`config.mk`:
```
export PLATFORM = sky130hd
export DESIGN_NAME = wb_regfile_unit
export DESIGN_NICKNAME = d
export VERILOG_FILES = /design/src/rtl/wb_regfile_unit.sv
export SDC_FILE = /design/constraint.sdc
export NUM_CORES = 1
export LEC_CHECK = 0
export BUFFER_PORTS_ARGS = -buffer_cell sky130_fd_sc_hd__buf_2
export CORE_MARGIN = 1
export CORE_UTILIZATION = 40
export CTS_CLUSTER_DIAMETER = 50
export CTS_CLUSTER_SIZE = 40
export DETAILED_ROUTE_END_ITERATION = 16
export HOLD_SLACK_MARGIN = 0.05
export PLACE_DENSITY = 0.64
export SYNTH_ARGS = -nofsm -noshare
export SYNTH_HDL_FRONTEND = slang
export SYNTH_SLANG_ARGS = --single-unit
export TNS_END_PERCENT = 20
```
`constraint.sdc`:
```
create_clock -name clk -period 5.05 [get_ports clk]
set_input_delay 0.505 -clock clk [delete_from_list [all_inputs] [get_ports clk]]
set_output_delay 0.505 -clock clk [all_outputs]
set_load 0.005 [all_outputs]
```
`src/rtl/wb_regfile_unit.sv`:
```
//==============================================================================
// Module : wb_regfile_unit
// Desc   : Writeback commit stage with the ARM register file, NZCV flags and
//          the same-cycle write-through bypass for the decode read ports.
// Rev    : 1.0
//==============================================================================
`default_nettype none

module wb_regfile_unit #(
  parameter int DATA_WIDTH = 32,
  parameter int ADDR_WIDTH = 4,
  parameter int PC_INDEX   = 15
) (
  input  logic                  clk,
  input  logic                  reset,
  input  logic                  reg_write_enable_in,
  input  logic                  mem_to_reg_select_in,
  input  logic                  status_bits_in,
  input  logic [ADDR_WIDTH-1:0] wb_rd_in,
  input  logic [DATA_WIDTH-1:0] alu_result_in,
  input  logic [DATA_WIDTH-1:0] mem_data_in,
  input  logic [3:0]            flags_in,
  input  logic [DATA_WIDTH-1:0] pc_in,
  input  logic [ADDR_WIDTH-1:0] raddr_a,
  input  logic [ADDR_WIDTH-1:0] raddr_b,
  input  logic [ADDR_WIDTH-1:0] raddr_c,
  output logic [DATA_WIDTH-1:0] rdata_a,
  output logic [DATA_WIDTH-1:0] rdata_b,
  output logic [DATA_WIDTH-1:0] rdata_c,
  output logic [3:0]            flags_out,
  output logic [3:0]            cond_flags,
  output logic                  pc_write_out,
  output logic [DATA_WIDTH-1:0] pc_write_data,
  output logic                  wb_valid_out,
  output logic [ADDR_WIDTH-1:0] wb_rd_out,
  output logic [DATA_WIDTH-1:0] wb_data_out
);

  localparam int              C_NUM_REGS = 1 << ADDR_WIDTH;
  localparam logic [ADDR_WIDTH-1:0] C_PC_IDX = ADDR_WIDTH'(PC_INDEX);

  logic [DATA_WIDTH-1:0] r_regs [C_NUM_REGS];
  logic [3:0]            r_nzcv;
  logic                  r_pc_write;
  logic [DATA_WIDTH-1:0] r_pc_data;
  logic                  r_wb_valid;
  logic [ADDR_WIDTH-1:0] r_wb_rd;
  logic [DATA_WIDTH-1:0] r_wb_data;

  logic [DATA_WIDTH-1:0] w_wb_data;
  logic                  w_rd_is_pc;
  logic                  w_gpr_write;
  logic [ADDR_WIDTH-1:0] w_raddr [3];
  logic [DATA_WIDTH-1:0] w_rdata [3];

  assign w_wb_data   = mem_to_reg_select_in ? mem_data_in : alu_result_in;
  assign w_rd_is_pc  = (wb_rd_in == C_PC_IDX);
  assign w_gpr_write = reg_write_enable_in && !w_rd_is_pc;

  assign w_raddr[0] = raddr_a;
  assign w_raddr[1] = raddr_b;
  assign w_raddr[2] = raddr_c;

  // PC reads win over the bypass so a branch-to-PC write never leaks into R15 reads.
  generate
    for (genvar p = 0; p < 3; p++) begin : g_read
      always_comb begin
        if (w_raddr[p] == C_PC_IDX)
          w_rdata[p] = pc_in;
        else if (reg_write_enable_in && (wb_rd_in == w_raddr[p]))
          w_rdata[p] = w_wb_data;
        else
          w_rdata[p] = r_regs[w_raddr[p]];
      end
    end
  endgenerate

  assign rdata_a = w_rdata[0];
  assign rdata_b = w_rdata[1];
  assign rdata_c = w_rdata[2];

  assign cond_flags    = status_bits_in ? flags_in : r_nzcv;
  assign flags_out     = r_nzcv;
  assign pc_write_out  = r_pc_write;
  assign pc_write_data = r_pc_data;
  assign wb_valid_out  = r_wb_valid;
  assign wb_rd_out     = r_wb_rd;
  assign wb_data_out   = r_wb_data;

  always_ff @(posedge clk) begin
    if (reset) begin
      for (int i = 0; i < C_NUM_REGS; i++) r_regs[i] <= '0;
      r_nzcv     <= '0;
      r_pc_write <= 1'b0;
      r_pc_data  <= '0;
      r_wb_valid <= 1'b0;
      r_wb_rd    <= '0;
      r_wb_data  <= '0;
    end else begin
      if (w_gpr_write) begin
        r_regs[wb_rd_in] <= w_wb_data;
        r_wb_rd          <= wb_rd_in;
        r_wb_data        <= w_wb_data;
      end
      r_wb_valid <= w_gpr_write;
      r_pc_write <= reg_write_enable_in && w_rd_is_pc;
      if (reg_write_enable_in && w_rd_is_pc)
        r_pc_data <= w_wb_data;
      if (status_bits_in)
        r_nzcv <= flags_in;
    end
  end

endmodule

`default_nettype wire

```
==> impl_metrics.yaml <==
outcome:
  status: "complete, no violations"
final_layout:
  fin_nets: 3011
  syn2layout_area_growth_pct: 15.3
  final_common_cell: "nor2_1"
  layout_common_cells: "643 x nor2_1, 512 x edfxtp_1, 317 x mux4_2"
  antenna_cells: 0
  final_layout_size_suffix_gt1_share_pct: 34.9
worst_setup_path:
  worstPathMaxFanout: 35
  cp-start-kind: "input pin"
  cp.arrival_ns: 3.38
  end_kind: "primary output"
  critical_path_class: "in -> out"
  required_ns: 4.55
yosys:
  ys_async_sr_fraction_pct: 0
  synth_top_cell_area_share_pct: 44.2
  ys_seq_elements: 586
  synth_edf_count: 512
  ys_types: 52
  synth_top_area_cell: "edfxtp_1"
  muxShareOfSynthArea_pct: 27.6
  syn_inst: 2700
  synth_top_family_by_area: "multiplexers"
  ys.flop_type: "edfxtp_1"
  synth_xor_xnor_area_share_pct: 0.324
  synth_fa_ha_area_share_pct: 0
  synth-simple-area-share_pct: 9.75
  synth_area_leaders: "edfxtp_1 44%, mux4_2 21%, nor2_1 7.0%"
  yosys_warnings: 0
  synth_compound_gate_area_share_pct: 9.12
  synth.yosys.seq_area_share_pct: 48.5
  syn_area_per_cell_um2: 12.9
  synth_area_um2: 34700
sta:
  maxSlewHeadroom_pct: 15.8
  tns_ns: 0
  timing_hold_violations_final: 0
  clock_skew_ns: 0
  final_max_slew_viol_count: 0
  clock.fmax_ghz: 0.258
  rsz0062_at_grt: "no"
  period_share_pct: 76.9
  tightest_slew_ns: 1.24
  layout_setup_ws_ns: 1.17
  setup_violations: 0
  fin_crit_ns: 3.88
route:
  first_iter_violations: 4252
  wl_per_cell_um: 32.4
  vias: 27300
  vias_per_cell: 6.68
  dr.pass1.iters: 8
  ant_nets: 0
  drc_errors: 0
  wl_mm: 133
clocking:
  cts.clk_slew.worst_paths_ns: 0.06
  clock_sinks: 586
  cts-buffers-inserted: 75
  clock_path_buffers: 3
  cts_resized: 0
  cts_hold_buf: 0
  cts_max_level: 3
  root_buffer: "clkbuf_16"
  insertion_delay_ns: 0.65
  cts_tree: "yes"
  cts_setup_buffers: 0
power:
  p_per_area_nw_per_um2: 343
  leakagePower_nw: 14.7
  irDropWorstVdd_mv: 0.257
floorplanning:
  initial_core_util_pct: 40.6
  core-area_um2: 85500
  die-area_um2: 88100
  ios: 295
  rows: 107
  fp.dieH_um: 297
  die_w_um: 297
flow_run:
  cap_violations: 0
global_routing:
  gr-total-overflow: 0
  grt_use_total_pct: 29.5
  grt_pass1_wl_mm: 189
  antenna_found_initial: 2
  grt_pass1_vias: 27100
  grt_start_max_net_pins: 129
min_path:
  hp-class: "in -> reg"
placement:
  portBuffers: 294
  place_congestion: 0.896
  place_ws_ns: 1.35
  hpwl_mm: 79.0
final timing paths:
check,cells after the start,slack (ns),endpoint,from
max,7,1.17,rdata_a[10],raddr_a[1]
min,3,0.20,flags_out[2],flags_in[2]
max reg2reg,1,4.18,wb_rd_out[1],wb_rd_out[1]
min reg2reg,2,0.50,pc_write_data[17],pc_write_data[17]
Yosys cell counts, types with 4 or more instances:
cell type,count
a311oi_2,10
clkbuf_1,184
buf_6,20
a221oi_2,30
xor2_1,8
a22oi_1,64
buf_2,62
dfxtp_1,74
mux4_2,317
a221oi_1,32
a311oi_1,52
edfxtp_1,512
nor2_1,646
buf_4,25
mux2i_1,159
buf_1,22
nor2b_1,7
nand3_1,8
o21ai_1,20
and2_1,6
o21ai_0,43
o221a_2,4
a21oi_1,33
nand2_1,91
mux2_2,66
buf_12,4
a211oi_1,65
inv_1,4
and3_1,66
a211o_1,32
through the flow:
step / hold WS, ns / power, mW / area [µm²] / instances / utilization [%]
global route: 0.202 / 14.1 / 40100 / 4094 / 46.8
finish: 0.197 / 13.8 / 40100 / 4094 / 46.8
global placement: 0.484 / 8.04 / 37400 / 3957 / 43.7
detailed placement: 0.489 / 8.10 / 37400 / 3957 / 43.7
CTS: 0.174 / 13.7 / 40100 / 4094 / 46.8
floorplan: 0.494 / 7.22 / 34900 / 2731 / -
routing by layer:
| metal | up-vias | track usage, % | wire length, µm |
|---|---|---|---|
| met5 | - | 0 | 7 |
| met4 | 2 | 14.7 | 7060 |
| met3 | 480 | 8.93 | 17800 |
| met2 | 2340 | 46.5 | 61200 |
| met1 | 13700 | 36.8 | 46700 |
| li1 | 10900 | - | - |
worst max-delay path: stages:
cell	delay, ns
clkbuf_8	0.41
and4_2	0.62
nand4b_1	0.81
buf_4	0.47
nor2_1	0.10
a211o_1	0.26
buf_2	0.13
kinds of logic after synthesis:
| logic type | Yosys count |
|---|---|
| AOI/OAI and AO/OA | 391 |
| and+or+nand+nor | 836 |
| other | 1 |
| buffers and inverters | 328 |
| muxes | 546 |
| DFF | 586 |
| xor gates and xnor gates | 12 |
power breakdown:
group / internal [mW] / switching (mW) / total, mW
clock network: 3.19 / 2.49 / 5.68
registers: 5.56 / 0.224 / 5.78
logic: 1.00 / 1.29 / 2.29
registers in the layout, indices dropped and copies added (netlist names):
register / count
flags_out: 4
wb_rd_out: 4
wb_data_out: 32
pc_write_data: 32
r_regs: 512
wb_valid_out: 1
pc_write_out: 1
final cells by class:
| cell class | instances | area (µm²) |
|---|---|---|
| multi-input combinational | 1817 | 16600 |
| fill | 7402 | 45500 |
| inverter | 6 | 25.0 |
| clock buffer | 79 | 1900 |
| timing repair buffer | 404 | 2500 |
| clock inverter | 58 | 751 |
| tap | 1144 | 1430 |
| sequential | 586 | 16900 |
No activity file was read; power rests on OpenSTA's default activity.
